$ cat config.mk
export PLATFORM = sky130hd
export DESIGN_NAME = dma_job_sched_flat
export DESIGN_NICKNAME = d
export VERILOG_FILES = /design/src/rtl/dma_job_sched_if.sv /design/src/rtl/dma_job_sched.sv /design/src/flat_wrapper.sv
export SDC_FILE = /design/constraint.sdc
export NUM_CORES = 2
export LEC_CHECK = 0
export ABC_AREA = 1
export BUFFER_PORTS_ARGS = -buffer_cell sky130_fd_sc_hd__buf_2
export CORE_MARGIN = 3
export CORE_UTILIZATION = 56
export DETAILED_ROUTE_END_ITERATION = 8
export PLACE_DENSITY = 0.79
export SYNTH_ARGS = -nofsm -noshare
export SYNTH_HDL_FRONTEND = slang
export SYNTH_SLANG_ARGS = --single-unit
$ cat constraint.sdc
create_clock -name clk -period 7.7 [get_ports clk]
set_input_delay 0.385 -clock clk [delete_from_list [all_inputs] [get_ports clk]]
set_output_delay 0.385 -clock clk [all_outputs]
set_load 0.1 [all_outputs]
$ cat src/rtl/dma_job_sched_if.sv
// Command/completion bus between the job scheduler (master) and the DMA engine (slave).
// Handshake: a command transfers on a rising edge where cmd_valid[i] && cmd_ready[i]; while
// cmd_valid[i]=1 and cmd_ready[i]=0 the fields hold and cmd_valid[i] stays high.
// cmp_valid[i] is a one-cycle pulse per finished command with no back-pressure.
interface dma_job_sched_if #(
  parameter int N_CH   = 4,
  parameter int ADDR_W = 32,
  parameter int LEN_W  = 32
);
  logic [N_CH-1:0]        cmd_valid;
  logic [N_CH-1:0]        cmd_ready;
  logic [N_CH*ADDR_W-1:0] cmd_addr;
  logic [N_CH*LEN_W-1:0]  cmd_bytes;
  logic [N_CH-1:0]        cmd_last;
  logic [N_CH-1:0]        cmp_valid;

  modport master (
    output cmd_valid, cmd_addr, cmd_bytes, cmd_last,
    input  cmd_ready, cmp_valid
  );

  modport slave (
    input  cmd_valid, cmd_addr, cmd_bytes, cmd_last,
    output cmd_ready, cmp_valid
  );
endinterface

$ cat src/rtl/dma_job_sched.sv
// Sequences one systolic-array job over the K/X/A/Y DMA channels, chunking each transfer.
// Defining SCHED_PERF_EN adds the perf_cycles busy-cycle counter output.
module dma_job_sched #(
  parameter int N_CH          = 4,
  parameter int ADDR_W        = 32,
  parameter int LEN_W         = 32,
  parameter int MAX_CMD_BYTES = 4096,
  parameter int MAX_OUT       = 4
) (
  input  logic                   clk,
  input  logic                   rst,
  input  logic                   start,
  input  logic [N_CH*ADDR_W-1:0] cfg_addr,
  input  logic [N_CH*LEN_W-1:0]  cfg_bytes,
  output logic                   busy,
  output logic                   done,
  output logic                   err,
  output logic [1:0]             state_dbg,
`ifdef SCHED_PERF_EN
  output logic [31:0]            perf_cycles,
`endif
  dma_job_sched_if.master        dma
);
  localparam int OUT_W = $clog2(MAX_OUT + 1);
  localparam logic [LEN_W-1:0] MAX_B = LEN_W'(MAX_CMD_BYTES);
  localparam logic [OUT_W-1:0] MAX_O = OUT_W'(MAX_OUT);

  typedef enum logic [1:0] {
    S_IDLE  = 2'd0,
    S_ISSUE = 2'd1,
    S_WAIT  = 2'd2,
    S_DONE  = 2'd3
  } state_t;

  state_t            state;
  logic [ADDR_W-1:0] next_addr [N_CH];
  logic [LEN_W-1:0]  rem_bytes [N_CH];
  logic [OUT_W-1:0]  outst     [N_CH];
  logic [OUT_W-1:0]  outst_nxt [N_CH];
  logic [N_CH-1:0]   hs;
  logic [N_CH-1:0]   cmp_ok;
  logic              all_rem_zero;
  logic              all_out_zero;

  function automatic logic [LEN_W-1:0] clip(input logic [LEN_W-1:0] b);
    return (b > MAX_B) ? MAX_B : b;
  endfunction

  assign state_dbg = state;

  // A completion only counts against a channel that has something in flight.
  always_comb begin
    hs           = dma.cmd_valid & dma.cmd_ready;
    cmp_ok       = '0;
    outst_nxt    = '{default: '0};
    all_rem_zero = 1'b1;
    all_out_zero = 1'b1;
    for (int i = 0; i < N_CH; i++) begin
      cmp_ok[i]    = dma.cmp_valid[i] && (outst[i] != '0);
      outst_nxt[i] = outst[i] + OUT_W'(hs[i]) - OUT_W'(cmp_ok[i]);
      if (rem_bytes[i] != '0) all_rem_zero = 1'b0;
      if (outst[i] != '0)     all_out_zero = 1'b0;
    end
  end

  always_ff @(posedge clk) begin
    if (rst) begin
      state         <= S_IDLE;
      busy          <= 1'b0;
      done          <= 1'b0;
      err           <= 1'b0;
      dma.cmd_valid <= '0;
      dma.cmd_addr  <= '0;
      dma.cmd_bytes <= '0;
      dma.cmd_last  <= '0;
      for (int i = 0; i < N_CH; i++) begin
        next_addr[i] <= '0;
        rem_bytes[i] <= '0;
        outst[i]     <= '0;
      end
`ifdef SCHED_PERF_EN
      perf_cycles <= '0;
`endif
    end else begin
      done <= 1'b0;
      if ((dma.cmp_valid & ~cmp_ok) != '0) err <= 1'b1;
      for (int i = 0; i < N_CH; i++) outst[i] <= outst_nxt[i];
`ifdef SCHED_PERF_EN
      if (busy && (perf_cycles != '1)) perf_cycles <= perf_cycles + 32'd1;
`endif
      case (state)
        S_IDLE: begin
          if (start) begin
            state <= S_ISSUE;
            busy  <= 1'b1;
`ifdef SCHED_PERF_EN
            perf_cycles <= '0;
`endif
            // First command of each channel is presented straight from the config.
            for (int i = 0; i < N_CH; i++) begin
              next_addr[i]                         <= cfg_addr[i*ADDR_W +: ADDR_W];
              rem_bytes[i]                         <= cfg_bytes[i*LEN_W +: LEN_W];
              outst[i]                             <= '0;
              dma.cmd_valid[i]                     <= (cfg_bytes[i*LEN_W +: LEN_W] != '0);
              dma.cmd_addr[i*ADDR_W +: ADDR_W]     <= cfg_addr[i*ADDR_W +: ADDR_W];
              dma.cmd_bytes[i*LEN_W +: LEN_W]      <= clip(cfg_bytes[i*LEN_W +: LEN_W]);
              dma.cmd_last[i]                      <= (cfg_bytes[i*LEN_W +: LEN_W] <= MAX_B);
            end
          end
        end
        S_ISSUE: begin
          for (int i = 0; i < N_CH; i++) begin
            if (hs[i]) begin
              next_addr[i]     <= next_addr[i] + ADDR_W'(dma.cmd_bytes[i*LEN_W +: LEN_W]);
              rem_bytes[i]     <= rem_bytes[i] - dma.cmd_bytes[i*LEN_W +: LEN_W];
              dma.cmd_valid[i] <= 1'b0;
            end else if (!dma.cmd_valid[i] && (rem_bytes[i] != '0) && (outst_nxt[i] < MAX_O)) begin
              dma.cmd_valid[i]                 <= 1'b1;
              dma.cmd_addr[i*ADDR_W +: ADDR_W] <= next_addr[i];
              dma.cmd_bytes[i*LEN_W +: LEN_W]  <= clip(rem_bytes[i]);
              dma.cmd_last[i]                  <= (rem_bytes[i] <= MAX_B);
            end
          end
          if (all_rem_zero) state <= S_WAIT;
        end
        S_WAIT: begin
          if (all_out_zero) begin
            state <= S_DONE;
            busy  <= 1'b0;
            done  <= 1'b1;
          end
        end
        default: state <= S_IDLE;
      endcase
    end
  end
endmodule

$ cat src/flat_wrapper.sv
// flat-port wrapper written by rule: the top's interface ports become plain ports
module dma_job_sched_flat 
#(
  parameter int N_CH          = 4,
  parameter int ADDR_W        = 32,
  parameter int LEN_W         = 32,
  parameter int MAX_CMD_BYTES = 4096,
  parameter int MAX_OUT       = 4
)
  (clk, rst, start, cfg_addr, cfg_bytes, busy, done, err, state_dbg, dma_cmd_valid, dma_cmd_addr, dma_cmd_bytes, dma_cmd_last, dma_cmd_ready, dma_cmp_valid);
  dma_job_sched_if #(.N_CH(N_CH), .ADDR_W(ADDR_W), .LEN_W(LEN_W)) dma_i ();
  input  logic clk;
  input  logic rst;
  input  logic start;
  input  logic [N_CH*ADDR_W-1:0] cfg_addr;
  input  logic [N_CH*LEN_W-1:0] cfg_bytes;
  output logic busy;
  output logic done;
  output logic err;
  output logic [1:0] state_dbg;
  output wire logic [$bits(dma_i.cmd_valid)-1:0] dma_cmd_valid;
  output wire logic [$bits(dma_i.cmd_addr)-1:0] dma_cmd_addr;
  output wire logic [$bits(dma_i.cmd_bytes)-1:0] dma_cmd_bytes;
  output wire logic [$bits(dma_i.cmd_last)-1:0] dma_cmd_last;
  input wire logic [$bits(dma_i.cmd_ready)-1:0] dma_cmd_ready;
  input wire logic [$bits(dma_i.cmp_valid)-1:0] dma_cmp_valid;
  assign dma_cmd_valid = dma_i.cmd_valid;
  assign dma_cmd_addr = dma_i.cmd_addr;
  assign dma_cmd_bytes = dma_i.cmd_bytes;
  assign dma_cmd_last = dma_i.cmd_last;
  assign dma_i.cmd_ready = dma_cmd_ready;
  assign dma_i.cmp_valid = dma_cmp_valid;
  dma_job_sched #(.N_CH(N_CH), .ADDR_W(ADDR_W), .LEN_W(LEN_W), .MAX_CMD_BYTES(MAX_CMD_BYTES), .MAX_OUT(MAX_OUT)) u_core (.clk(clk), .rst(rst), .start(start), .cfg_addr(cfg_addr), .cfg_bytes(cfg_bytes), .busy(busy), .done(done), .err(err), .state_dbg(state_dbg), .dma(dma_i));
endmodule
==> flow_metrics.py <==
metrics = {
    "place": {
        "post_dp_cell_area_um2": 44600,
        "io_buffer_count": 535,
        "place_hpwl_mm": 119,
        "globalplace.congestion": 1.02,
    },
    "global_route": {
        "grt-ovfl-total": 0,
        "antenna_found_initial": 8,
        "grt_max_degree": 91,
        "grt_pass1_wl_mm": 232,
        "track_usage_pct": 37.9,
        "grt_pass1_vias": 40900,
    },
    "yosys": {
        "yosys-top-cells-count": "nand2_1, inv_1, nor2_1",
        "synth_edf_count": 262,
        "ys.warnings.count": 0,
        "ys.flop_type": "dfxtp_1",
        "avgSynthCellArea_um2": 6.44,
        "ys_top_cells_by_area": "edfxtp_1, nand2_1, dfxtp_1",
        "synth_cell_types": 45,
        "synth_largest_area_cell": "edfxtp_1",
        "synth_area_um2": 41200,
        "yosysTopAreaCellShare_pct": 19.1,
        "yosysMostFrequentCell": "nand2_1",
        "ys_seq_elements": 537,
        "async_flop_share_pct": 0,
        "yosysSeqAreaShare_pct": 32.4,
        "syn-instance-count": 6400,
    },
    "detailed_routing": {
        "route.vias.total": 44700,
        "drtPass1Iterations": 9,
        "wl_per_cell_um": 19.5,
        "via_per_inst": 5.70,
        "drt_iter0_markers": 4763,
        "drc_errors": 0,
        "ant_nets": 0,
        "wirelength_mm": 153,
    },
    "critical_path": {
        "cpMaxStageDelayCell": "ha_4",
        "required_ns": 8.18,
        "cp_common_cell": "buf_4",
        "critPathCaptureType": "flop",
        "crit_type": "reg -> reg",
        "path_buf_inv": 6,
        "path_delay_family": "buffers and inverters",
        "startpoint_type": "flop",
        "cp_cell_sequence": "inv_1, ha_4, inv_4, nor2_1, nand2_1, buf_4, nand2_2, buf_4, nand2_2, inv_1, buf_4, o21ai_0, o22ai_1",
        "critPathMaxStageDelay_ns": 0.60,
        "arrival_ns": 5.04,
        "critPathMaxFanout": 57,
    },
    "timing": {
        "rsz0062_at_grt": "false",
        "tightest_slew_ns": 1.16,
        "finalHoldViolations": 0,
        "finalSetupViolCount": 0,
        "period_needed_ns": 4.56,
        "maxSlewHeadroom_pct": 22.3,
        "skew_ns": 0.0234,
        "max_freq_ghz": 0.219,
        "timing.setup.tns_ns": 0,
        "fin_crit_sh_pct": 59.3,
        "drv_slew": 0,
    },
    "die": {
        "initial_core_util_pct": 57.1,
        "rows": 98,
        "die_w_um": 277,
        "die_h_um": 277,
        "core_region_area_um2": 72200,
        "dieArea_um2": 76900,
        "pin_count": 536,
    },
    "clocking": {
        "cts_max_level": 2,
        "cts_root_buf": "clkbuf_16",
        "cts-resized-gates": 0,
        "tritoncts": "yes",
        "clk_latency_ns": 0.65,
        "cts_setup_buffers": 0,
        "cts_buffer_depth": 3,
        "numCtsBuffers": 61,
        "cts.reportedPaths.clkPinSlew_ns": 0.07,
        "cts.sinks": 537,
        "postCtsHoldBufs": 2,
    },
    "layout": {
        "design_area_um2": 46700,
        "layout.nets": 7380,
        "fillCellCount": 6850,
        "layout-drive-gt1-share_pct": 10.3,
        "area_delta_synth_final_pct": 13.4,
    },
    "power_and_ir_drop": {
        "p_leak_nw": 23.9,
        "p_per_area_nw_per_um2": 522,
        "total_power_w": 0.0244,
        "vdd_drop_max_uv": 545,
    },
    "run": {
        "maxCapViolCount": 0,
    },
    "status": {
        "status": "completed",
    },
    "worst_hold_path": {
        "hp-class": "in -> reg",
    },
}
placed cells by master, fill, tap and decap left out, drive strengths merged, types with 9 or more instances in the layout:
cell / n
o31ai: 45
nor4: 9
nand2: 2026
buf: 566
nand3: 516
or2: 12
clkbuf: 92
edfxtp: 262
a21boi: 13
nor3: 65
xor2: 60
dfxtp: 275
o32ai: 10
nand3b: 30
ha: 259
nand4: 61
nor2: 638
o21bai: 21
a21oi: 531
clkinv: 12
o21ai: 378
inv: 888
xnor2: 27
o22ai: 30
fa: 12
a21o: 18
per-stage QoR:
step | worst slack, ns | utilization (%) | hold WS, ns | cells
floorplan | 3.93 | - | 0.541 | 6405
global placement | 3.48 | 61.7 | 0.436 | 7727
detailed placement | 3.28 | 61.7 | 0.442 | 7727
CTS | 3.24 | 64.7 | 0.0102 | 7844
global route | 2.94 | 64.7 | 0.0315 | 7844
finish | 3.14 | 64.7 | 0.0306 | 7848
layout make-up:
| class | instances | area (um2) | share of cell area (%) |
|---|---|---|---|
| repair buffers | 568 | 2940 | 6.28 |
| inverters | 882 | 3320 | 7.10 |
| multi-input cells | 4792 | 23800 | 50.9 |
| well taps | 950 | 1190 | 2.54 |
| flip-flops and latches | 537 | 13400 | 28.6 |
| clock inverters | 23 | 236 | 0.506 |
| clock buffers | 92 | 1900 | 4.08 |
| diodes | 4 | 10.0 | 0.0214 |
kinds of logic after synthesis:
group           Yosys count  synth area share (%)
compound gates         1057                  13.8
buf+inv                1076                  10.0
xor+xnor                 87                  1.85
fa+ha+maj               271                  8.45
other cells               1               0.00910
simple gates           3371                  33.4
flops                   537                  32.4
per-layer routing:
layer  wire length [um]  vias to the layer above  global-route usage, %  part of all wire [%]
met1              62400                    20300                   50.7                    41
met5                 33                        -                      0                 0.022
met3              15500                      382                   6.83                    10
li1                   -                    21700                      -                     -
met2              66500                     2343                   59.3                    44
met4               8290                        4                   18.1                   5.4
flip-flops by register name, summed over array words and instances, names as in the netlist:
register,cells
u_core.next_addr,128
u_core.busy,1
u_core.rem_bytes,128
u_core.outst,12
u_core.dma.cmd_addr,128
u_core.err,1
u_core.dma.cmd_last,4
u_core.dma.cmd_valid,4
u_core.done,1
u_core.state_dbg,2
u_core.dma.cmd_bytes,128
path summary, 6_finish.rpt:
| path | from | end | slack (ns) | depth (start not counted) |
|---|---|---|---|---|
| setup / recovery | u_core.state_dbg[1]$_SDFFE_PP0P_ | u_core.next_addr[2][5]$_DFFE_PP_ | 3.14 | 13 |
| hold / removal | cfg_bytes[91] | u_core.rem_bytes[2][27]$_DFFE_PP_ | 0.03 | 3 |
| setup reg to reg | u_core.state_dbg[1]$_SDFFE_PP0P_ | u_core.next_addr[2][5]$_DFFE_PP_ | 3.14 | 13 |
| hold reg to reg | u_core.err$_SDFFE_PP0P_ | u_core.err$_SDFFE_PP0P_ | 0.45 | 2 |
tightest hold or removal path: cells and delay by family:
family        cells  cell delay (ns)
buf+inv           1             0.08
simple gates      2             0.09
where the power goes:
group	internal [W]	total (W)	switching, W
clock network	0.00184	0.00316	0.00131
registers	0.00414	0.00517	0.00103
logic	0.00403	0.0161	0.0120
total	0.0100	0.0244	0.0144
Note: power is estimated with default switching activity, not from simulation.
